$ cat src/rtl/mem_arbiter_pkg.sv
// Shared types for the fetch/data memory arbiter: FSM states, access owner and the DM streak limit.
// No logic here; imported by the arbiter top and the grant picker.
package mem_arbiter_pkg;

    typedef enum logic [1:0] {
        IDLE  = 2'd0,
        ISSUE = 2'd1,
        WAIT  = 2'd2,
        RESP  = 2'd3
    } state_t;

    typedef enum logic {
        OWN_IF = 1'b0,
        OWN_DM = 1'b1
    } owner_t;

    localparam logic [1:0] STREAK_LIMIT = 2'd2;

endpackage

$ cat src/rtl/mem_arbiter_if.sv
// Requester and memory-side signals of the arbiter; slave is the arbiter's view, master the environment's.
// Requests are level-held until their completion pulse; no other backpressure exists.
interface mem_arbiter_if #(
    parameter int ADDR_W = 5,
    parameter int DATA_W = 32
);
    logic              if_req;
    logic [ADDR_W-1:0] if_addr;
    logic [DATA_W-1:0] if_rdata;
    logic              if_valid;

    logic              dm_req;
    logic              dm_we;
    logic [ADDR_W-1:0] dm_addr;
    logic [DATA_W-1:0] dm_wdata;
    logic [DATA_W-1:0] dm_rdata;
    logic              dm_done;

    logic              mem_en;
    logic              mem_we;
    logic [ADDR_W-1:0] mem_addr;
    logic [DATA_W-1:0] mem_wdata;
    logic [DATA_W-1:0] mem_rdata;

    logic              stall_fetch;
    logic              stall_mem;

    modport slave (
        input  if_req, if_addr, dm_req, dm_we, dm_addr, dm_wdata, mem_rdata,
        output if_rdata, if_valid, dm_rdata, dm_done,
        output mem_en, mem_we, mem_addr, mem_wdata, stall_fetch, stall_mem
    );

    modport master (
        output if_req, if_addr, dm_req, dm_we, dm_addr, dm_wdata, mem_rdata,
        input  if_rdata, if_valid, dm_rdata, dm_done,
        input  mem_en, mem_we, mem_addr, mem_wdata, stall_fetch, stall_mem
    );

endinterface

$ cat src/rtl/arb_pick.sv
// Combinational grant picker: DM wins contention unless it has already won STREAK_LIMIT times in a row.
// Zero latency; pure function of the current requests and streak.
module arb_pick
    import mem_arbiter_pkg::*;
(
    input  logic       if_req,
    input  logic       dm_req,
    input  logic [1:0] dm_streak,
    output logic       grant_valid,
    output owner_t     grant_owner
);

    always_comb begin
        grant_valid = if_req | dm_req;
        grant_owner = OWN_IF;
        // The older instruction (DM) goes first, but fetch must not starve.
        if (dm_req && !(if_req && dm_streak >= STREAK_LIMIT)) begin
            grant_owner = OWN_DM;
        end
    end

endmodule

$ cat src/rtl/mem_arbiter.sv
// Shares one single-port memory between fetch and data requesters, one access in flight; grant->pulse is MEM_LAT+2 cycles.
// Requests wait (held high) while an access is in flight; throughput is one access per MEM_LAT+3 cycles.
module mem_arbiter
    import mem_arbiter_pkg::*;
#(
    parameter int ADDR_W  = 5,
    parameter int DATA_W  = 32,
    parameter int MEM_LAT = 1
) (
    input logic          CLOCK_50,
    input logic          reset,
    mem_arbiter_if.slave bus
);

    localparam logic [2:0] WAIT_INIT = 3'(MEM_LAT - 1);

    state_t            state;
    state_t            state_nxt;
    owner_t            owner;
    logic [1:0]        dm_streak;
    logic [2:0]        wait_cnt;
    logic              acc_we;
    logic [ADDR_W-1:0] acc_addr;
    logic [DATA_W-1:0] acc_wdata;
    logic [DATA_W-1:0] if_rdata_q;
    logic [DATA_W-1:0] dm_rdata_q;
    logic              grant_valid;
    owner_t            grant_owner;
    logic              grant;
    logic              last_wait;

    arb_pick u_pick (
        .if_req      (bus.if_req),
        .dm_req      (bus.dm_req),
        .dm_streak   (dm_streak),
        .grant_valid (grant_valid),
        .grant_owner (grant_owner)
    );

    assign grant     = (state == IDLE) && grant_valid;
    assign last_wait = (state == WAIT) && (wait_cnt == 3'd0);

    always_ff @(posedge CLOCK_50) begin
        if (reset) begin
            state <= IDLE;
        end else begin
            state <= state_nxt;
        end
    end

    always_comb begin
        state_nxt = state;
        case (state)
            IDLE:    if (grant_valid) state_nxt = ISSUE;
            ISSUE:   state_nxt = WAIT;
            WAIT:    if (wait_cnt == 3'd0) state_nxt = RESP;
            RESP:    state_nxt = IDLE;
            default: state_nxt = IDLE;
        endcase
    end

    always_comb begin
        bus.mem_en   = (state == ISSUE);
        bus.mem_we   = (state == ISSUE) && acc_we;
        bus.if_valid = (state == RESP) && (owner == OWN_IF);
        bus.dm_done  = (state == RESP) && (owner == OWN_DM);
    end

    // Access attributes are latched at grant so an early request drop cannot disturb the access.
    always_ff @(posedge CLOCK_50) begin
        if (reset) begin
            owner      <= OWN_IF;
            dm_streak  <= 2'd0;
            wait_cnt   <= 3'd0;
            acc_we     <= 1'b0;
            acc_addr   <= '0;
            acc_wdata  <= '0;
            if_rdata_q <= '0;
            dm_rdata_q <= '0;
        end else begin
            if (grant) begin
                owner     <= grant_owner;
                acc_we    <= (grant_owner == OWN_DM) && bus.dm_we;
                acc_addr  <= (grant_owner == OWN_DM) ? bus.dm_addr : bus.if_addr;
                acc_wdata <= bus.dm_wdata;
                if (grant_owner == OWN_IF) begin
                    dm_streak <= 2'd0;
                end else if (bus.if_req && dm_streak != STREAK_LIMIT) begin
                    dm_streak <= dm_streak + 2'd1;
                end
            end
            if (state == ISSUE) begin
                wait_cnt <= WAIT_INIT;
            end else if (state == WAIT && wait_cnt != 3'd0) begin
                wait_cnt <= wait_cnt - 3'd1;
            end
            if (last_wait) begin
                if (owner == OWN_IF) begin
                    if_rdata_q <= bus.mem_rdata;
                end else if (!acc_we) begin
                    dm_rdata_q <= bus.mem_rdata;
                end
            end
        end
    end

    assign bus.mem_addr    = acc_addr;
    assign bus.mem_wdata   = acc_wdata;
    assign bus.if_rdata    = if_rdata_q;
    assign bus.dm_rdata    = dm_rdata_q;
    assign bus.stall_fetch = bus.if_req & ~bus.if_valid;
    assign bus.stall_mem   = bus.dm_req & ~bus.dm_done;

endmodule
$ cat src/flat_wrapper.sv
// flat-port wrapper written by rule: the top's interface ports become plain ports
module mem_arbiter_flat import mem_arbiter_pkg::*;
#(
    parameter int ADDR_W  = 5,
    parameter int DATA_W  = 32,
    parameter int MEM_LAT = 1
)
  (CLOCK_50, reset, bus_if_req, bus_if_addr, bus_dm_req, bus_dm_we, bus_dm_addr, bus_dm_wdata, bus_mem_rdata, bus_if_rdata, bus_if_valid, bus_dm_rdata, bus_dm_done, bus_mem_en, bus_mem_we, bus_mem_addr, bus_mem_wdata, bus_stall_fetch, bus_stall_mem);
  mem_arbiter_if #(.ADDR_W(ADDR_W), .DATA_W(DATA_W)) bus_i ();
  input logic CLOCK_50;
  input logic reset;
  input wire logic [$bits(bus_i.if_req)-1:0] bus_if_req;
  input wire logic [$bits(bus_i.if_addr)-1:0] bus_if_addr;
  input wire logic [$bits(bus_i.dm_req)-1:0] bus_dm_req;
  input wire logic [$bits(bus_i.dm_we)-1:0] bus_dm_we;
  input wire logic [$bits(bus_i.dm_addr)-1:0] bus_dm_addr;
  input wire logic [$bits(bus_i.dm_wdata)-1:0] bus_dm_wdata;
  input wire logic [$bits(bus_i.mem_rdata)-1:0] bus_mem_rdata;
  output wire logic [$bits(bus_i.if_rdata)-1:0] bus_if_rdata;
  output wire logic [$bits(bus_i.if_valid)-1:0] bus_if_valid;
  output wire logic [$bits(bus_i.dm_rdata)-1:0] bus_dm_rdata;
  output wire logic [$bits(bus_i.dm_done)-1:0] bus_dm_done;
  output wire logic [$bits(bus_i.mem_en)-1:0] bus_mem_en;
  output wire logic [$bits(bus_i.mem_we)-1:0] bus_mem_we;
  output wire logic [$bits(bus_i.mem_addr)-1:0] bus_mem_addr;
  output wire logic [$bits(bus_i.mem_wdata)-1:0] bus_mem_wdata;
  output wire logic [$bits(bus_i.stall_fetch)-1:0] bus_stall_fetch;
  output wire logic [$bits(bus_i.stall_mem)-1:0] bus_stall_mem;
  assign bus_i.if_req = bus_if_req;
  assign bus_i.if_addr = bus_if_addr;
  assign bus_i.dm_req = bus_dm_req;
  assign bus_i.dm_we = bus_dm_we;
  assign bus_i.dm_addr = bus_dm_addr;
  assign bus_i.dm_wdata = bus_dm_wdata;
  assign bus_i.mem_rdata = bus_mem_rdata;
  assign bus_if_rdata = bus_i.if_rdata;
  assign bus_if_valid = bus_i.if_valid;
  assign bus_dm_rdata = bus_i.dm_rdata;
  assign bus_dm_done = bus_i.dm_done;
  assign bus_mem_en = bus_i.mem_en;
  assign bus_mem_we = bus_i.mem_we;
  assign bus_mem_addr = bus_i.mem_addr;
  assign bus_mem_wdata = bus_i.mem_wdata;
  assign bus_stall_fetch = bus_i.stall_fetch;
  assign bus_stall_mem = bus_i.stall_mem;
  mem_arbiter #(.ADDR_W(ADDR_W), .DATA_W(DATA_W), .MEM_LAT(MEM_LAT)) u_core (.CLOCK_50(CLOCK_50), .reset(reset), .bus(bus_i));
endmodule
$ cat config.mk
export PLATFORM = sky130hd
export DESIGN_NAME = mem_arbiter_flat
export DESIGN_NICKNAME = d
export VERILOG_FILES = /design/src/rtl/mem_arbiter_pkg.sv /design/src/rtl/mem_arbiter_if.sv /design/src/rtl/arb_pick.sv /design/src/rtl/mem_arbiter.sv /design/src/flat_wrapper.sv
export SDC_FILE = /design/constraint.sdc
export NUM_CORES = 1
export LEC_CHECK = 0
export ABC_AREA = 0
export BUFFER_PORTS_ARGS = -buffer_cell sky130_fd_sc_hd__buf_2
export CORE_ASPECT_RATIO = 2
export CORE_MARGIN = 2
export CORE_UTILIZATION = 46
export DETAILED_ROUTE_END_ITERATION = 7
export PLACE_DENSITY = 0.8
export RECOVER_POWER = 25
export SLEW_MARGIN = 20
export SYNTH_ARGS = -nofsm -noshare
export SYNTH_HDL_FRONTEND = slang
export SYNTH_SLANG_ARGS = --single-unit
$ cat constraint.sdc
create_clock -name CLOCK_50 -period 2.2 [get_ports CLOCK_50]
set_input_delay 0.22 -clock CLOCK_50 [delete_from_list [all_inputs] [get_ports CLOCK_50]]
set_output_delay 0.22 -clock CLOCK_50 [all_outputs]
set_load 0.05 [all_outputs]
==> impl_metrics.toml <==
[run_status]
status = "completed"

[logic_synthesis]
yosysTopAreaCellShare_pct = 54.59
yosysWarningCount = 0
synthesis.area_mm2 = 0.004034
ys_top_cells_by_count = "nand2_1, dfxtp_1, a21oi_1, buf_2"
syn_avg_cell_area_um2 = 7.925
ys_top_cells_by_area = "dfxtp_1, nand2_1, a21oi_1"
synth_seq_cells = 110
yosysMostFrequentCell = "nand2_1"
synth.yosys.seq_area_share_pct = 54.59
post_synth_num_cell_types = 25
post_synth_inst_count = 509
synth_edf_count = 0
synthesis.nets = 595
synth_area_leader_cell = "dfxtp_1"
async_reset_ff_share_pct = 0
synth-main-ff-cell = "dfxtp_1"

[setup_path]
critical_path_required_ns = 2.45
crit_family = "simple AND/OR/NAND/NOR gates"
worst-r2r-cell-count = 7
arrival_ns = 2.09
reg2reg_from = "u_core.state[0]"
worst_setup_path_start_kind = "flip-flop"
crit_start = "u_core.state[0]"
path_buf_inv = 2
endpoint_kind = "flip-flop"
cp.depth = 7
path_class = "flip-flop to flip-flop"
crit_chain = "inv_1, ha_1, nand3b_1, nand2b_1, buf_4, nand2_1, a21oi_1"
path_max_fanout = 32
slowest_stage = "dfxtp_1"
cpPeakStageDelay_ns = 0.40

[drt]
route.detailed.drc = 0
drtAntennaViolNets = 0
vias_per_cell = 5.073
wl_per_cell_um = 13.90
wl_um = 10910
vias = 3982
initialDrtViolationCount = 167
firstDrtPassIters = 4

[floorplanning]
initial_core_util_pct = 46.97
fp.dieH_um = 136.4
rows = 48
core_area_mm2 = 0.008588
dieArea_mm2 = 0.009579
dieWidth_um = 70.22
io_pins = 186

[final_layout]
drive_gt1_share_pct = 23.36
nets = 766
fill_cells = 779
post-route-cell-area_mm2 = 0.005266
fin_cells = 785
area_delta_synth_final_pct = 30.55
register_area_mm2 = 0.002202
diodes = 0
multi_input_area_mm2 = 0.001654

[timing]
tightest_slew_ns = 1.005
finalHoldViolations = 0
finClkSkew_ns = 0.007692
period_minus_slack_ns = 1.838
drv_slew = 0
rsz0062_at_grt = "no"
fin_crit_sh_pct = 83.57
tns_ns = 0
fin_ws_ns = 0.3615
setup_viol = 0
clock.fmax_mhz = 543.9
relSlewSlack_pct = 33.02

[cts]
clk_pin_slew_worst_paths_ns = 0.07
ctsHoldBuffers = 0
ctsRootBufferMaster = "clkbuf_16"
cts_tree = "yes"
cts_sinks = 110
post_cts_buffers = 0
clk_latency_ns = 0.34
clockBufferDepth = 2
cts_resized = 0
cts_max_level = 3
cts_inserted_buffers = 9

[global_routing]
grt_pass1_vias = 3756
gr-usage-all-layers_pct = 22.23
antenna_found_initial = 0
overflow = 0
grt_max_degree = 50
grt_pass1_wl_um = 17130

[pwr]
peakVddDrop_mv = 0.9144
power_density_mw_per_mm2 = 1359
leakagePower_nw = 2.225

[place]
place_area_mm2 = 0.005012
gp_congestion = 0.8139
dpl.hpwl_um = 7900
portBuffers = 185
dp.cells = 769
place_ws_ns = 0.3730

[hold_path]
hold_depth = 3
hp-class = "primary input to flip-flop"
min_from = "bus_dm_wdata[14]"

[flow_run]
max-cap-violations = 0
[area by class of cell]
class | instances | share of cell area, %
Clock inverter | 7 | 1.829
Multi-Input combinational cell | 359 | 31.41
Sequential cell | 110 | 41.82
Timing Repair Buffer | 194 | 17.87
Tap cell | 100 | 2.376
Inverter | 6 | 0.4277
Clock buffer | 9 | 4.277
[registers in the layout (all words and copies together) (netlist names)]
signal	cells
u_core.bus.dm_rdata	32
u_core.bus.if_rdata	32
u_core.bus.mem_wdata	32
u_core.bus.mem_addr	5
u_core.wait_cnt	3
u_core.dm_streak	2
u_core.state	2
u_core.acc_we	1
u_core.owner	1
[final timing paths]
path	end	slack (ns)
setup reg to reg	u_core.bus.if_rdata[22]	0.36
hold reg to reg	u_core.bus.dm_rdata[30]	0.45
setup / recovery	u_core.bus.if_rdata[22]	0.36
hold / removal	u_core.bus.mem_wdata[14]	0.11
[cell usage in the layout (no fill, tap or decap), drive strengths merged, types with 3 or more instances in the layout]
master and n:
nor2 15, nor2b 4, inv 8, clkinv 3, clkbuf 63, and2 4, nand2 200, a21oi 104
dfxtp 110, a211oi 5, nor3 7, ha 7, buf 140
[worst register-to-register path: stages, from the launching register on]
cell and delay, ns:
dfxtp_1 0.40, inv_1 0.08, ha_1 0.25, nand3b_1 0.22
nand2b_1 0.14, buf_4 0.33, nand2_1 0.12, a21oi_1 0.20
[logic make-up (layout without fill, tap and decap cells)]
family | after synthesis | count (layout) | share of synthesized area, %
AO/OA/AOI/OAI | 115 | 115 | 14.89
XOR/XNOR | 1 | 1 | 0.2172
adder cells (fa/ha/maj) | 7 | 7 | 2.171
buffers and inverters | 40 | 216 | 4.777
flip-flops | 110 | 110 | 54.59
multiplexers | 1 | 1 | 0.2481
AND/OR/NAND/NOR | 235 | 235 | 23.11
[routing by layer]
layer  share of wire [%]  GRT usage [%]
met1                  37          22.24
met2                  54          43.44
met3                 6.5          4.893
met4                 2.4          8.654
met5                   0              0
[metrics by stage]
step           total power [mW]  hold WS (ns)  util (%)
2_1_floorplan             4.792        0.3560         -
3_3_place_gp              5.432        0.4386     58.36
3_5_place_dp              5.510        0.4444     58.36
4_1_cts                   7.231        0.1026     62.11
5_1_grt                   7.536       0.09469     61.32
6_report                  7.157        0.1112     61.32
[where the power goes]
part | leakage [nW] | internal, mW | switching, mW
sequential | 0.896 | 2.35 | 0.205
clock | 0.160 | 1.00 | 0.723
combinational | 1.17 | 0.645 | 2.23
total | 2.23 | 4.00 | 3.16
(Power assumes the default switching activity.)
